[src/rtl/irq_sched_pkg.sv]
// Shared types and constants for the round-robin IRQ scheduler.
package irq_sched_pkg;

    typedef enum logic [1:0] {
        IDLE   = 2'd0,
        ASSERT = 2'd1,
        GAP    = 2'd2
    } state_e;

    localparam int CH_LINUX = 0;
    localparam int CH_LIM   = 1;
    localparam int CH_ITIM  = 2;

    function automatic int id_width(input int n);
        return (n > 1) ? $clog2(n) : 1;
    endfunction

endpackage

[src/rtl/irq_rr_pick.sv]
// Combinational round-robin picker: first set pending bit at or after start, wrapping.
module irq_rr_pick #(
    parameter int NUM_CH = 3,
    parameter int ID_W   = 2
) (
    input  logic [NUM_CH-1:0] pending,
    input  logic [ID_W-1:0]   start,
    output logic [ID_W-1:0]   winner,
    output logic              valid
);

    int idx;

    // Scan from the farthest offset down so the nearest candidate is written last.
    always_comb begin
        valid  = 1'b0;
        winner = '0;
        idx    = 0;
        for (int i = NUM_CH - 1; i >= 0; i--) begin
            idx = (int'(start) + i) % NUM_CH;
            if (pending[idx]) begin
                valid  = 1'b1;
                winner = ID_W'(idx);
            end
        end
    end

endmodule

[src/rtl/irq_rr_scheduler.sv]
// Round-robin IRQ scheduler: one channel in service at a time, ack or timeout ends service.
// Optional build macro IRQ_SCHED_RETRY_EN re-queues a timed-out channel.
module irq_rr_scheduler
    import irq_sched_pkg::*;
#(
    parameter int NUM_CH    = 3,
    parameter int TO_WIDTH  = 16,
    parameter int CNT_WIDTH = 32,
    localparam int ID_W     = id_width(NUM_CH)
) (
    input  logic                 PCLK,
    input  logic                 PRESETn,
    input  logic                 enable,
    input  logic [TO_WIDTH-1:0]  timeout_val,
    input  logic [NUM_CH-1:0]    req,
    input  logic [NUM_CH-1:0]    ack,
    output logic [NUM_CH-1:0]    irq,
    output logic                 busy,
    output logic [ID_W-1:0]      grant_id,
    output logic [NUM_CH-1:0]    pending,
    output logic                 timeout_pulse,
    output logic [CNT_WIDTH-1:0] done_cnt,
    output logic [CNT_WIDTH-1:0] to_cnt
);

    state_e                state, state_d;
    logic [ID_W-1:0]       rr_start, rr_d, grant_d, pick_id;
    logic                  pick_vld;
    logic [TO_WIDTH-1:0]   timer, timer_d;
    logic [NUM_CH-1:0]     irq_d, pending_d, clr, retry;
    logic                  busy_d, to_pulse_d;
    logic [CNT_WIDTH-1:0]  done_d, to_d;

    function automatic logic [CNT_WIDTH-1:0] sat_cnt(input logic [CNT_WIDTH-1:0] v);
        return (&v) ? v : v + 1'b1;
    endfunction

    function automatic logic [TO_WIDTH-1:0] sat_timer(input logic [TO_WIDTH-1:0] v);
        return (&v) ? v : v + 1'b1;
    endfunction

    irq_rr_pick #(.NUM_CH(NUM_CH), .ID_W(ID_W)) u_pick (
        .pending (pending),
        .start   (rr_start),
        .winner  (pick_id),
        .valid   (pick_vld)
    );

    always_comb begin
        state_d    = state;
        grant_d    = grant_id;
        rr_d       = rr_start;
        timer_d    = timer;
        irq_d      = irq;
        busy_d     = busy;
        to_pulse_d = 1'b0;
        done_d     = done_cnt;
        to_d       = to_cnt;
        clr        = '0;
        retry      = '0;
        case (state)
            IDLE: begin
                if (enable && pick_vld) begin
                    state_d      = ASSERT;
                    grant_d      = pick_id;
                    rr_d         = (pick_id == ID_W'(NUM_CH - 1)) ? '0 : pick_id + 1'b1;
                    clr[pick_id] = 1'b1;
                    timer_d      = TO_WIDTH'(1);
                    irq_d        = NUM_CH'(1) << pick_id;
                    busy_d       = 1'b1;
                end
            end
            ASSERT: begin
                // Ack outranks a coincident timeout.
                if (ack[grant_id]) begin
                    state_d = GAP;
                    irq_d   = '0;
                    done_d  = sat_cnt(done_cnt);
                end else if ((timeout_val != '0) && (timer == timeout_val)) begin
                    state_d    = GAP;
                    irq_d      = '0;
                    to_pulse_d = 1'b1;
                    to_d       = sat_cnt(to_cnt);
`ifdef IRQ_SCHED_RETRY_EN
                    retry[grant_id] = 1'b1;
`else
                    retry = '0;
`endif
                end else begin
                    timer_d = sat_timer(timer);
                end
            end
            GAP: begin
                state_d = IDLE;
                busy_d  = 1'b0;
            end
            default: begin
                state_d = IDLE;
                irq_d   = '0;
                busy_d  = 1'b0;
            end
        endcase
        // A request in the grant cycle survives the clear.
        pending_d = (pending & ~clr) | req | retry;
    end

    always_ff @(posedge PCLK or negedge PRESETn) begin
        if (!PRESETn) begin
            state         <= IDLE;
            grant_id      <= '0;
            rr_start      <= '0;
            timer         <= '0;
            irq           <= '0;
            busy          <= 1'b0;
            pending       <= '0;
            timeout_pulse <= 1'b0;
            done_cnt      <= '0;
            to_cnt        <= '0;
        end else begin
            state         <= state_d;
            grant_id      <= grant_d;
            rr_start      <= rr_d;
            timer         <= timer_d;
            irq           <= irq_d;
            busy          <= busy_d;
            pending       <= pending_d;
            timeout_pulse <= to_pulse_d;
            done_cnt      <= done_d;
            to_cnt        <= to_d;
        end
    end

endmodule

[config.mk]
export PLATFORM = sky130hd
export DESIGN_NAME = irq_rr_scheduler
export DESIGN_NICKNAME = d
export VERILOG_FILES = /design/src/rtl/irq_sched_pkg.sv /design/src/rtl/irq_rr_pick.sv /design/src/rtl/irq_rr_scheduler.sv
export SDC_FILE = /design/constraint.sdc
export NUM_CORES = 1
export LEC_CHECK = 0
export CAP_MARGIN = 20
export CORE_UTILIZATION = 57
export DETAILED_ROUTE_END_ITERATION = 10
export GPL_ROUTABILITY_DRIVEN = 0
export PLACE_DENSITY = 0.85
export RECOVER_POWER = 25
export SYNTH_ARGS = -nofsm -noshare
export SYNTH_HDL_FRONTEND = slang
export SYNTH_SLANG_ARGS = --single-unit
[constraint.sdc]
create_clock -name PCLK -period 6 [get_ports PCLK]
set_input_delay 0.9 -clock PCLK [delete_from_list [all_inputs] [get_ports PCLK]]
set_output_delay 0.9 -clock PCLK [all_outputs]
set_load 0.005 [all_outputs]
# Word level (Yosys, flattened, before mapping)
# Cells that the tools add are included.
[op_classes]
n_shift = 1
div_mod_pow = 3
n_addsub = 6
n_reduce_logical = 16
muxes = 40
n_eq_ne = 9
bitwise = 8
magnitude_cmp = 6
[op_table]
columns = ["operator", "count"]
rows = [
  ["32-bit by 4-bit less-than comparator with 1-bit output, second input constant", 3],
  ["32-bit by 1-bit adder with 32-bit output, second input constant", 2],
  ["32-bit by 3-bit remainder unit with 32-bit output, second input constant", 2],
  ["16-bit 2-to-1 mux", 4],
  ["32-bit AND reduction", 2],
  ["3-bit by 3-bit remainder unit with 32-bit output, second input constant", 1],
  ["16-bit one-hot mux with 2 select lines", 1],
  ["16-bit by 1-bit adder with 16-bit output, second input constant", 1],
  ["16-bit == test", 1],
  ["16-bit AND reduction", 1],
  ["16-bit nonzero test", 1],
  ["1-bit 2-to-1 mux", 15],
  ["3-bit 2-to-1 mux", 5],
  ["2-bit 2-to-1 mux", 7],
  ["3-bit one-hot mux with 3 select lines", 1],
  ["1-bit binary-select mux with 2-bit select", 4],
  ["2-bit != test, second input constant", 4],
  ["2-bit by 3-bit less-than comparator with 1-bit output, second input constant", 2],
  ["2-bit AND reduction", 3],
  ["3-bit AND reduction", 2],
  ["1-bit NOT", 5],
  ["5-bit AND reduction", 1],
  ["2-bit == test, second input constant", 2],
  ["2-bit one-hot mux with 2 select lines", 1],
  ["other kinds (16)", 18],
]
[word_totals]
word_cells = 99
input_bits = 25
output_inout_bits = 74
register_bits = 94

# Depth between registers and ports, before layout
[depth]
ltp_word = 17
depth_mapped = 11
ltp_nobuf = 8

# By module
# A second synthesis with hierarchy kept.
[unflattened]
cells_unflattened = 481
area_unflattened_um2 = 4839.6
[modules_own_cells]
columns = ["module", "n_inst", "cells_per_inst", "area_per_inst_um2", "seq_area_each_um2"]
rows = [
  ["irq_rr_scheduler", 1, 452, 4616.9, 2352.3],
  ["irq_rr_pick", 1, 29, 222.7, 0.0],
]

# Worst setup path after synthesis
# OpenSTA, ideal clock, no wires.
[synth_path]
path_type = "input -> register"
from = "in timeout_val[13]"
to = "reg to_cnt[1]"
t_arrival_ns = 2.402
path_buffers = 0
path_stages = 6
required_time_ns = 5.875
setup_slack_ns = 3.473
path_cell_list = "xor2_1 > nor4_2 > nand3_2 > or3_4 > nor2_1 > mux2_2"
[synth_via]
elab_chain_cells = 3
[synth_lines]
columns = ["item", "line_no", "rtl"]
rows = [
  ["start: declaration", "irq_rr_scheduler.sv:14", "input logic [TO_WIDTH-1:0] timeout_val,"],
  ["16-bit == test / 16-bit nonzero test (equally long branches)", "irq_rr_scheduler.sv:79", "end else if ((timeout_val != '0) && (timer == timeout_val)) begin"],
  ["1-bit logical AND *", "irq_rr_scheduler.sv:79", ""],
  ["4-bit AND reduction (no line) *", "n/a", ""],
  ["end signal: assignment", "irq_rr_scheduler.sv:129", "to_cnt <= to_d;"],
  ["end: declaration", "irq_rr_scheduler.sv:23", "output logic [CNT_WIDTH-1:0] to_cnt"],
]
# Mark *: on every way between the ends. The rest lies on a longest branch, timed or not.
# A chain may end at the register's enable or synchronous reset.

# Final worst setup path
[layout_path]
from = "reg state[0]"
to = "reg timer[8]"
[layout_via]
elab_chain_cells = 3
[layout_lines]
columns = ["item", "line_no", "rtl"]
rows = [
  ["start: declaration", "irq_rr_scheduler.sv:26", "state_e state, state_d;"],
  ["start signal: assignment", "irq_rr_scheduler.sv:120", "state <= state_d;"],
  ["2-bit by 1-bit == test with 1-bit output / 2-bit logical NOT (equally long branches)", "irq_rr_scheduler.sv:61", "case (state)"],
  ["2-bit != test (no line) / 2-bit nonzero test (equally long branches)", "n/a", ""],
  ["5-bit AND reduction (no line)", "n/a", ""],
  ["end signal: assignment", "irq_rr_scheduler.sv:123", "timer <= timer_d;"],
  ["end: declaration", "irq_rr_scheduler.sv:29", "logic [TO_WIDTH-1:0] timer, timer_d;"],
]
# Parallel ways exist; a longest one is shown, timed or not.

==> flow_metrics.py <==
metrics = {
    "outcome": {
        "outcome": "complete, but fails checks",
        "violations": "max-capacitance violations, max-slew violations",
    },
    "routing": {
        "drt_wl_total_mm": 12.3,
        "viasPerCell": 6.00,
        "wl_per_cell_um": 16.9,
        "drtIter0Drc": 227,
        "vias": 4394,
        "drc": 0,
        "postRouteAntennaNets": 0,
        "drt_first_pass_iters": 5,
    },
    "floorplan": {
        "core-area_um2": 8760,
        "die_h_um": 97.3,
        "die_x_um": 97.3,
        "die_area_um2": 9460,
        "std_cell_rows": 34,
        "io_pins": 99,
        "start_util_pct": 59.0,
    },
    "yosys": {
        "async_flop_share_pct": 100,
        "syn_area_per_cell_um2": 9.93,
        "synth_edf_count": 0,
        "synth_top_area_cell": "dfrtp_1",
        "synthTopCellsByArea": "dfrtp_1 45%, xor2_1 9.3%, nand3_1 4.5%",
        "mappedNetlistNets": 552,
        "synth.yosys.warnings": 0,
        "yosysSeqAreaShare_pct": 45.5,
        "ys.flop_type": "dfrtp_1",
        "synth_area_um2": 5170,
        "synth_cell_type_count": 59,
        "synth_top_area_share_pct": 45.5,
        "ys_ff_latch": 94,
        "synth.most_common_cell": "dfrtp_1",
        "yosys-top-cells-count": "94 x dfrtp_1, 55 x xor2_1, 49 x nand2_1, 47 x nand3_1, 33 x nor2_1",
        "syn_inst": 521,
    },
    "timing": {
        "min_period_ps": 3330,
        "slew_violations": 35,
        "tightest_slew_ps": 1850,
        "slew_headroom_pct": -23.5,
        "setup_viol": 0,
        "hold_viol": 0,
        "clock_skew_ps": 13.2,
        "rsz0062_at_grt": "false",
        "period_share_pct": 55.5,
        "tns_ps": 0,
        "fmax_mhz": 301,
        "whs_ps": 503,
    },
    "finish": {
        "final_nets": 651,
        "diodes": 0,
        "syn2layout_area_growth_pct": 24.5,
        "drive_gt1_share_pct": 8.01,
    },
    "power_and_ir_drop": {
        "power_frac_seq_pct": 43.9,
        "p_leak_nw": 2.80,
        "power.internal_mw": 1.19,
        "comb_power_share_pct": 30.4,
        "ir_worst_vdd_mv": 0.285,
        "p_per_area_nw_per_um2": 284,
        "power_frac_clock_pct": 25.7,
        "switchingPower_mw": 0.636,
        "power_switching_share_pct": 34.8,
    },
    "critical_path": {
        "cp-start-kind": "flip-flop",
        "cp.arrival_ps": 3610,
        "worstReg2RegEnd": "timer[8]",
        "end_kind": "flip-flop",
        "worstSetupPathType": "flip-flop to flip-flop",
        "r2r_setup_slack_ps": 2670,
        "crit-reg2reg-launch": "state[0]",
        "worst_ep_required_time_ps": 6290,
        "cp-startpoint": "state[0]",
        "worstPathMaxFanout": 12,
        "cp-endpoint": "timer[8]",
        "r2r_cells": 7,
    },
    "clock_network": {
        "ctsHtreeMaxLevel": 3,
        "post-cts-setup-buffers": 0,
        "clk_latency_ps": 370,
        "cts_buffers": 9,
        "cts_resized": 0,
        "clock-root-buffer": "clkbuf_8",
        "cts.clk_slew.worst_paths_ps": 90,
        "clk_path_buf_depth": 2,
        "cts_num_sinks": 94,
        "holdBufCountCts": 0,
        "cts_tree": "done",
    },
    "grt": {
        "globalRouteTotalUtil_pct": 27.0,
        "overflow": 0,
        "grt_pass1_wl_mm": 20.8,
        "grt_pass1_vias": 4292,
        "antenna_found_initial": 0,
        "grt_max_degree": 62,
    },
    "place": {
        "dp_hpwl_mm": 8.88,
        "portBuffers": 98,
    },
    "flow_run": {
        "maxCapViolCount": 2,
    },
    "min_path": {
        "min_path_type": "flip-flop to flip-flop",
        "hp-start": "to_cnt[21]",
    },
}
==> per-layer routing <==
metal  GRT usage, %  share of wire, %  up-vias  wire, µm
met4           8.82               1.6        0       192
met5              0                 0        -         0
li1               -                 -     2062         -
met1           36.8                44     2140      5420
met2           43.8                48      172      5900
met3           5.18               6.7       20       824
==> registers in the layout, summed over array words and instances (netlist names) <==
register and cells:
grant_id 2, timer 16, busy 1, timeout_pulse 1, pending 3, irq 3
to_cnt 32, state 2, done_cnt 32, rr_start 2
==> cell families after synthesis <==
group | share of synthesized area (%)
AOI/OAI and AO/OA | 8.51
muxes | 1.40
and+or+nand+nor | 27.1
adders and majority gates | 1.45
DFF | 45.5
buffers and inverters | 3.05
xor gates and xnor gates | 13.0
==> how the worst min path moves through the flow <==
stage / cells past startpoint / end / slack [ps]
5_1_grt: 1 / to_cnt[21] / 520
6_report: 1 / to_cnt[21] / 500
3_3_place_gp: 1 / done_cnt[20] / 480
4_1_cts: 1 / timer[2] / 480
2_1_floorplan: 1 / busy / 480
3_5_place_dp: 1 / to_cnt[21] / 490
==> area by class of cell <==
type / count / area (µm²)
clock buffers: 10 / 138
multi-input cells: 394 / 2660
inverters: 21 / 78.8
flip-flops and latches: 94 / 2350
repair buffers: 100 / 991
fillers: 649 / 2320
well taps: 108 / 135
clock inverters: 5 / 83.8
==> power groups by stage <==
stage,logic (mW),clock network [mW],registers (mW)
global placement,0.514,0,0.805
finish,0.556,0.471,0.803
floorplan,0.364,0,0.787
detailed placement,0.548,0,0.811
CTS,0.552,0.476,0.800
global route,0.607,0.504,0.811
==> cell usage in the layout (no fill, tap or decap), types with 4 or more instances in the layout <==
master           netlist  routed
a21o_1                 9       9
a21oi_1                8       8
a22oi_1                4       4
a31oi_1                4       4
and3_1                10      10
and4_1                 5       5
clkbuf_8               0      10
clkdlybuf4s50_1        0      97
dfrtp_1               94      94
ha_1                   6       6
inv_1                 21      21
mux2i_1                5       5
nand2_1               49      49
nand3_1               47      47
nand4_1               23      23
nor2_1                33      33
nor3_1                19      19
nor3_2                16      16
nor4_1                13      13
o21ai_0               11      11
or3_1                  4       4
xnor2_1               22      22
xor2_1                55      55
==> stage by stage <==
stage                     worst slack [ps]  total power, mW  instance area, µm²  util, %  instances
final                                 2670             1.83                6440     73.5        732
after global routing                  2030             1.92                6440     73.5        732
after CTS                             2740             1.83                6450     73.6        732
after detailed placement              2580             1.36                6230     71.0        717
after global placement                2460             1.32                6210     70.9        716
after floorplan                       3470             1.15                5170        -        521
==> critical path: stages (launching register included) <==
cell	delay (ps)
dfrtp_1	460
nor2b_1	770
o221ai_2	420
a31oi_2	430
o21ai_1	370
buf_6	260
or4_1	460
o21ai_0	80
(Power assumes the default switching activity.)
